**config.mk**
```make
export PLATFORM = sky130hd
export DESIGN_NAME = pc_gen_flat
export DESIGN_NICKNAME = d
export VERILOG_FILES = /design/src/rtl/pc_gen_if.sv /design/src/rtl/pc_gen.sv /design/src/flat_wrapper.sv
export SDC_FILE = /design/constraint.sdc
export NUM_CORES = 1
export LEC_CHECK = 0
export ABC_CLOCK_PERIOD_IN_PS = 2900
export CAP_MARGIN = 15
export CORE_MARGIN = 3
export CORE_UTILIZATION = 30
export DETAILED_ROUTE_END_ITERATION = 8
export GPL_TIMING_DRIVEN = 0
export REMOVE_ABC_BUFFERS = 1
export SYNTH_ARGS = -nofsm -noshare
export SYNTH_HDL_FRONTEND = slang
export SYNTH_SLANG_ARGS = --single-unit
```
**constraint.sdc**
```tcl
create_clock -name clk -period 2.9 [get_ports clk]
set_input_delay 0.58 -clock clk [delete_from_list [all_inputs] [get_ports clk]]
set_output_delay 0.58 -clock clk [all_outputs]
set_load 0.02 [all_outputs]
```
**src/rtl/pc_gen_if.sv**
```systemverilog
// pc_gen_if: fetch handshake between pc_gen and instruction fetch.
// Ports: pc, pc_valid (request) and fetch_ready (accept).
interface pc_gen_if #(
  parameter int XLEN = 32
);
  logic [XLEN-1:0] pc;
  logic            pc_valid;
  logic            fetch_ready;

  modport master (
    output pc,
    output pc_valid,
    input  fetch_ready
  );

  modport slave (
    input  pc,
    input  pc_valid,
    output fetch_ready
  );
endinterface

```
**src/rtl/pc_gen.sv**
```systemverilog
// pc_gen: registered PC with RUN/HALTED/TRAP state and instret counter.
// Ports: clk, rst (sync, high), fetch (pc/pc_valid/fetch_ready),
//   cnd, jump, jump_reg, halt, resume, imm, alu_result -> halted,
//   trap, trap_target, instret. PC_GEN_TRAP_EN enables the
//   misaligned-redirect trap; otherwise targets are word-aligned.
module pc_gen #(
  parameter int              XLEN         = 32,
  parameter logic [XLEN-1:0] RESET_VECTOR = '0,
  parameter int              CNT_W        = 64
) (
  input  logic             clk,
  input  logic             rst,
  pc_gen_if.master         fetch,
  input  logic             cnd,
  input  logic             jump,
  input  logic             jump_reg,
  input  logic             halt,
  input  logic             resume,
  input  logic [XLEN-1:0]  imm,
  input  logic [XLEN-1:0]  alu_result,
  output logic             halted,
  output logic             trap,
  output logic [XLEN-1:0]  trap_target,
  output logic [CNT_W-1:0] instret
);

  typedef enum logic [1:0] {
    RUN    = 2'd0,
    HALTED = 2'd1,
    TRAP   = 2'd2
  } state_t;

  state_t           state_q;
  state_t           state_d;
  logic [XLEN-1:0]  pc_q;
  logic [XLEN-1:0]  pc_d;
  logic [XLEN-1:0]  pc_seq;
  logic [XLEN-1:0]  target;
  logic [CNT_W-1:0] cnt_q;
  logic [CNT_W-1:0] cnt_d;
  logic [CNT_W-1:0] cnt_inc;
  logic             advance;
  logic             redirect;
`ifdef PC_GEN_TRAP_EN
  logic [XLEN-1:0]  tt_q;
  logic [XLEN-1:0]  tt_d;
`endif

  assign advance  = (state_q == RUN) && fetch.fetch_ready;
  assign redirect = jump_reg | jump | cnd;
  assign pc_seq   = pc_q + XLEN'(4);
  assign cnt_inc  = (&cnt_q) ? cnt_q : cnt_q + CNT_W'(1);

  always_comb begin
    target = pc_seq;
    if (jump_reg) begin
      target = alu_result & ~XLEN'(1);
    end else if (jump | cnd) begin
      target = pc_q + imm;
    end else if (halt) begin
      target = pc_q;
    end
  end

  always_comb begin
    state_d = state_q;
    pc_d    = pc_q;
    cnt_d   = cnt_q;
`ifdef PC_GEN_TRAP_EN
    tt_d    = tt_q;
`endif
    unique case (state_q)
      RUN: begin
        if (advance) begin
`ifdef PC_GEN_TRAP_EN
          if (redirect && (target[1:0] != 2'b00)) begin
            // trapping instruction does not retire
            state_d = TRAP;
            tt_d    = target;
          end else if (!redirect && halt) begin
            state_d = HALTED;
            cnt_d   = cnt_inc;
          end else begin
            pc_d  = target;
            cnt_d = cnt_inc;
          end
`else
          if (!redirect && halt) begin
            state_d = HALTED;
            cnt_d   = cnt_inc;
          end else begin
            pc_d  = target & ~XLEN'(3);
            cnt_d = cnt_inc;
          end
`endif
        end
      end
      HALTED: begin
        if (resume) begin
          pc_d    = pc_seq;
          state_d = RUN;
        end
      end
      TRAP: begin
        state_d = TRAP;
      end
      default: begin
        state_d = RUN;
      end
    endcase
  end

  always_ff @(posedge clk) begin
    if (rst) begin
      state_q <= RUN;
      pc_q    <= RESET_VECTOR;
      cnt_q   <= '0;
`ifdef PC_GEN_TRAP_EN
      tt_q    <= '0;
`endif
    end else begin
      state_q <= state_d;
      pc_q    <= pc_d;
      cnt_q   <= cnt_d;
`ifdef PC_GEN_TRAP_EN
      tt_q    <= tt_d;
`endif
    end
  end

  assign fetch.pc       = pc_q;
  assign fetch.pc_valid = (state_q == RUN);
  assign halted         = (state_q == HALTED);
  assign instret        = cnt_q;
`ifdef PC_GEN_TRAP_EN
  assign trap           = (state_q == TRAP);
  assign trap_target    = tt_q;
`else
  assign trap           = 1'b0;
  assign trap_target    = '0;
`endif

endmodule

```
**src/flat_wrapper.sv**
```systemverilog
// flat-port wrapper written by rule: the top's interface ports become plain ports
module pc_gen_flat 
#(
  parameter int              XLEN         = 32,
  parameter logic [XLEN-1:0] RESET_VECTOR = '0,
  parameter int              CNT_W        = 64
)
  (clk, rst, cnd, jump, jump_reg, halt, resume, imm, alu_result, halted, trap, trap_target, instret, fetch_pc, fetch_pc_valid, fetch_fetch_ready);
  pc_gen_if #(.XLEN(XLEN)) fetch_i ();
  input  logic clk;
  input  logic rst;
  input  logic cnd;
  input  logic jump;
  input  logic jump_reg;
  input  logic halt;
  input  logic resume;
  input  logic [XLEN-1:0] imm;
  input  logic [XLEN-1:0] alu_result;
  output logic halted;
  output logic trap;
  output logic [XLEN-1:0] trap_target;
  output logic [CNT_W-1:0] instret;
  output wire logic [$bits(fetch_i.pc)-1:0] fetch_pc;
  output wire logic [$bits(fetch_i.pc_valid)-1:0] fetch_pc_valid;
  input wire logic [$bits(fetch_i.fetch_ready)-1:0] fetch_fetch_ready;
  assign fetch_pc = fetch_i.pc;
  assign fetch_pc_valid = fetch_i.pc_valid;
  assign fetch_i.fetch_ready = fetch_fetch_ready;
  pc_gen #(.XLEN(XLEN), .RESET_VECTOR(RESET_VECTOR), .CNT_W(CNT_W)) u_core (.clk(clk), .rst(rst), .fetch(fetch_i), .cnd(cnd), .jump(jump), .jump_reg(jump_reg), .halt(halt), .resume(resume), .imm(imm), .alu_result(alu_result), .halted(halted), .trap(trap), .trap_target(trap_target), .instret(instret));
endmodule
```
Yosys cells after proc, flatten, opt, wreduce, memory -nomap -nowiden
Index checks and enable logic that the tools add are counted.
{ "word_totals": {"reg_bits": 98, "wordCells": 39, "out_inout_bits": 131} }
{ "op_classes": {"bitwise": 4, "mux": 11, "reduce_logical": 10, "eq_ne": 7, "addsub": 3} }
{ "ops": {"columns": ["cell", "n"], "rows": [
  ["2-to-1 mux 32 bit", 6],
  ["adder 64 x 1 -> 64 bit (second input constant)", 1],
  ["one-hot mux 32 bit (2 select lines)", 1],
  ["AND reduction 64 bit", 1],
  ["adder 32 x 3 -> 32 bit (second input constant)", 1],
  ["adder 32 bit", 1],
  ["2-to-1 mux 2 bit", 3],
  ["one-hot mux 2 bit (3 select lines)", 1],
  ["AND reduction 3 bit", 2],
  ["AND reduction 5 bit", 1],
  ["!= test 2 x 1 -> 1 bit (second input constant)", 2],
  ["!= test 2 bit (second input constant)", 2],
  ["!= test 4 x 3 -> 1 bit (second input constant)", 1],
  ["AND reduction 4 bit", 1],
  ["OR 1 bit", 3],
  ["== test 2 x 1 -> 1 bit (second input constant)", 1],
  ["== test 2 bit (second input constant)", 1],
  ["logical AND 1 bit", 2],
  ["logical NOT 2 bit", 1],
  ["nonzero test 2 bit", 1],
  ["logical NOT 1 bit", 1],
  ["inverter 1 bit", 1]
]} }

Longest topological paths before layout
{ "logic_depth": {"depth_word": 7, "mapped_depth": 11} }

Worst setup path before layout
OpenSTA, ideal clock, no wires.
{ "synth_timing": {"path_kind": "reg2reg", "from": "reg u_core.cnt_q[3], in the netlist u_core.instret[3]", "to": "reg u_core.cnt_q[57], in the netlist u_core.instret[57]", "n_path_buf": 1, "arrival_time_ns": 2.668, "slack_ns": 0.104, "period_less_slack_ns": 2.796, "path_stages_with_launch": 11, "cell_sequence": "dfxtp_1 > and4_1 > and4_4 > nand4_2 > or3_1 > buf_2 > or4_4 > nor3_4 > nand3_2 > xor2_1 > nor2_1"} }
{ "synth_via": {"elab_chain_len": 3, "word_cells_on_any_way": 4} }
{ "synth_lines": {"columns": ["item", "line_no", "source"], "rows": [
  ["start: declaration", "pc_gen.sv:39", "logic [CNT_W-1:0] cnt_q;"],
  ["start signal: assignment", "pc_gen.sv:124", "cnt_q <= cnt_d;"],
  ["branches (longest 3 deep; another with adder 64 x 1 -> 64 bit)", null, null]
]} }
Several ways; the timed one is not identified.
A chain may end at the register's enable or synchronous reset.

Worst setup path in the final report
{ "layout_timing": {"from": "in imm[9]", "to": "reg u_core.pc_q[28], in the netlist u_core.fetch.pc[28]"} }
{ "layout_via": {"elab_chain_len": 6} }
{ "layout_lines": {"columns": ["item", "line_no", "source"], "rows": [
  ["start: declaration", "flat_wrapper.sv:17", "input logic [XLEN-1:0] imm;"],
  ["adder 32 bit", "pc_gen.sv:59", "target = pc_q + imm;"],
  ["2-to-1 mux 32 bit", "pc_gen.sv:58", "end else if (jump | cnd) begin"],
  ["2-to-1 mux 32 bit", "pc_gen.sv:56", "if (jump_reg) begin"],
  ["2-to-1 mux 32 bit", "pc_gen.sv:88", "if (!redirect && halt) begin"],
  ["2-to-1 mux 32 bit", "pc_gen.sv:74", "if (advance) begin"],
  ["one-hot mux 32 bit (2 select lines)", "pc_gen.sv:72", "unique case (state_q)"],
  ["end signal: assignment", "pc_gen.sv:123", "pc_q <= pc_d;"],
  ["end: declaration", "pc_gen.sv:35", "logic [XLEN-1:0] pc_q;"]
]} }
No other way between the ends. The select of a mux whose other input is x is not followed.

==> impl_metrics.env <==
export IMPL_criticalPathCategory="primary input to register"
export IMPL_initial_core_util_pct=30.8
export IMPL_drive_gt1_share_pct=8.78
export IMPL_drcViolationCount=0
export IMPL_min_from="u_core.instret[1]$_SDFFE_PP0P_"
export IMPL_drv_cap=0
export IMPL_viasPerCell=5.32
export IMPL_seqPwrFrac_pct=37.8
export IMPL_grt_pass1_vias=6652
export IMPL_cp_slowest_cell="clkdlybuf4s50_1"
export IMPL_syn_area_per_cell_um2=7.60
export IMPL_numCtsBuffers=9
export IMPL_critPathArrivalTime_ns=3.08
export IMPL_dpl_worst_slack_ns=-0.999
export IMPL_synth_edff_count=0
export IMPL_hold_viol=0
export IMPL_timing_fmax_mhz=358
export IMPL_place_area_mm2=0.00853
export IMPL_numClockSinks=96
export IMPL_cts_root_buffer="clkbuf_16"
export IMPL_gp_congestion=0.832
export IMPL_worst_path_stages=11
export IMPL_design_area_mm2=0.00927
export IMPL_layout_nets=1146
export IMPL_antenna_found_initial=0
export IMPL_io_pins=203
export IMPL_htree_levels=3
export IMPL_dieArea_mm2=0.0244
export IMPL_final_antenna_net_count=0
export IMPL_worstSkewPairLatency_ns=0.35
export IMPL_start_kind="primary input"
export IMPL_pwr_share_comb_pct=27.3
export IMPL_synth_top_cell_area_share_pct=28.4
export IMPL_synth_seq_area_share_pct=28.4
export IMPL_firstDrtPassIters=4
export IMPL_cts_hold_buf=0
export IMPL_rr_worst_depth=9
export IMPL_r2r_setup_slack_ns=0.14
export IMPL_finalSetupViolations=0
export IMPL_slew_violations=0
export IMPL_min_path_type="register to register"
export IMPL_rsz0062_at_grt="true"
export IMPL_die_h_um=156
export IMPL_worstPathMaxFanout=5
export IMPL_p_sw_share_pct=31.9
export IMPL_port_buffers=163
export IMPL_ys_flop_type="dfxtp_1"
export IMPL_crit_top_cell="a21o_1"
export IMPL_end_kind="register"
export IMPL_die_x_um=156
export IMPL_cp_cell_sequence="clkdlybuf4s50_1 -> ha_4 -> a21o_1 -> a21o_1 -> nor4_4 -> a21oi_4 -> a31o_4 -> a41oi_2 -> xor2_1 -> a221o_1 -> a21oi_1"
export IMPL_p_per_area_mw_per_mm2=415
export IMPL_dpl_hpwl_mm=16.6
export IMPL_worstSetupEndpoint="u_core.fetch.pc[28]$_SDFFE_PP0P_"
export IMPL_syn_area_mm2=0.00677
export IMPL_ys_types=65
export IMPL_tightest_slew_ns=1.07
export IMPL_skew_ns=0.00731
export IMPL_synth_commonest_cells="nor2_1, dfxtp_1, nand2_1, a21oi_1"
export IMPL_synth_top_cell_by_area="dfxtp_1"
export IMPL_clockPowerShare_pct=34.9
export IMPL_area_growth_syn_to_layout_pct=37.1
export IMPL_ys_top_cells_by_area="dfxtp_1, nor2_1, xor2_1"
export IMPL_intPower_uw=2620
export IMPL_synth_cells=890
export IMPL_critPathMaxStageDelay_ns=0.50
export IMPL_cp_startpoint="imm[9]"
export IMPL_dr_first_iter_drc_count=418
export IMPL_maxSlewHeadroom_pct=28.5
export IMPL_finalCritPeriodShare_pct=96.2
export IMPL_min_period_ns=2.79
export IMPL_yosysWarnings=0
export IMPL_ys_seq_elements=96
export IMPL_ir_drop_v=0.000233
export IMPL_path_clk_slew_ns=0.07
export IMPL_antenna_cells=0
export IMPL_fp_row_count=54
export IMPL_grt_pass1_wl_mm=34.8
export IMPL_r2r_end="u_core.instret[55]$_SDFFE_PP0P_"
export IMPL_track_usage_pct=17.6
export IMPL_path_buf_inv=1
export IMPL_grt_max_degree=57
export IMPL_cts_tree="built"
export IMPL_critPathTopFamily="compound AO/OA/AOI/OAI gates"
export IMPL_leakage_uw=0.00343
export IMPL_routedWlPerCell_um=16.9
export IMPL_finalWorstSetupSlack_ns=0.109
export IMPL_ys_async_sr_fraction_pct=0
export IMPL_timing_rr_start="u_core.instret[5]$_SDFFE_PP0P_"
export IMPL_placeableCoreArea_mm2=0.0220
export IMPL_synth_most_common_cell="nor2_1"
export IMPL_cts_buffer_depth=2
export IMPL_num_vias=7059
export IMPL_totalWireLength_mm=22.5
export IMPL_overflow=0
export IMPL_power_switching_uw=1230
export IMPL_status="complete, no violations"
export IMPL_required_ns=3.18
flip-flops by register name, summed over array words and instances (netlist names):
| register | count |
|---|---|
| u_core.fetch.pc | 30 |
| u_core.state_q | 2 |
| u_core.instret | 64 |
tightest hold or removal path: stages (launching register included):
cell and delay, ns:
dfxtp_1 0.34, o21ai_0 0.08, a21oi_1 0.06
what timing repair did:
item,CTS,global route
endpoints found under the setup margin,35,32
pin swaps,7,11
resized for setup,29,46
setup buffers,4,7
routing by layer:
metal	track usage (%)	wire [um]	vias up
met5	0	0	-
met1	23.7	10200	3292
met4	6.50	524	0
met2	28.7	10400	271
met3	2.66	1330	38
li1	-	-	3458
per-stage QoR:
stage | setup TNS [ns] | cells | utilization, % | power (uW) | hold WS (ns)
floorplan | -1.15 | 855 | - | 2050 | 0.470
global placement | -130.10 | 1298 | 38.6 | 2420 | 0.499
detailed placement | -21.82 | 1301 | 38.8 | 2430 | 0.512
CTS | -0.0824 | 1321 | 41.1 | 3820 | 0.522
global route | -0.0381 | 1328 | 42.2 | 4030 | 0.544
finish | 0 | 1328 | 42.2 | 3850 | 0.524
power groups by stage:
stage / Sequential, uW / Clock [uW] / Combinational [uW]
3_3_place_gp: 1480 / 0 / 941
5_1_grt: 1460 / 1430 / 1140
3_5_place_dp: 1480 / 0 / 951
6_report: 1450 / 1340 / 1050
2_1_floorplan: 1510 / 0 / 541
4_1_cts: 1450 / 1380 / 991
logic make-up (layout without fill, tap and decap cells):
logic type / Yosys count / count (layout) / share of synthesized area (%)
and+or+nand+nor: 369 / 369 / 27.4
other: 1 / 35 / 0.0554
DFF: 96 / 96 / 28.4
muxes: 3 / 3 / 0.462
buffers and inverters: 87 / 211 / 6.81
AOI/OAI and AO/OA: 217 / 217 / 20.0
xor gates and xnor gates: 86 / 86 / 11.1
adders and majority gates: 31 / 31 / 5.73
worst min-delay path by stage:
stage,to,slack (ns),depth (start not counted)
6_report,u_core.instret[1]$_SDFFE_PP0P_,0.52,2
5_1_grt,u_core.instret[1]$_SDFFE_PP0P_,0.54,2
4_1_cts,u_core.instret[1]$_SDFFE_PP0P_,0.52,2
3_5_place_dp,u_core.instret[1]$_SDFFE_PP0P_,0.51,2
3_3_place_gp,u_core.state_q[0]$_SDFFE_PP0P_,0.50,1
2_1_floorplan,u_core.state_q[0]$_SDFFE_PP0P_,0.47,1
cell usage in the layout (no fill, tap or decap), types with 12 or more instances in the layout:
master / netlist / routed
inv_1: 18 / 17
nor2_1: 123 / 119
a211oi_1: 14 / 12
buf_4: 35 / 13
clkdlybuf4s50_1: 0 / 158
o22ai_1: 17 / 17
conb_1: 1 / 35
dfxtp_1: 96 / 88
and3_1: 28 / 27
nand2_1: 69 / 68
o21ai_0: 46 / 42
nand4_1: 28 / 28
xor2_1: 46 / 46
a21oi_1: 68 / 63
a21o_1: 17 / 15
xnor2_1: 40 / 40
ha_1: 31 / 25
nand3_1: 39 / 39
nor3_1: 23 / 19
final cells by class:
class / count / area (um^2)
Clock buffer: 11 / 243
Sequential cell: 96 / 1930
Multi-Input combinational cell: 741 / 4830
Inverter: 18 / 71.3
Tap cell: 280 / 350
Clock inverter: 5 / 85.1
Fill cell: 2166 / 12700
Timing Repair Buffer: 177 / 1760
(Power assumes the default switching activity.)
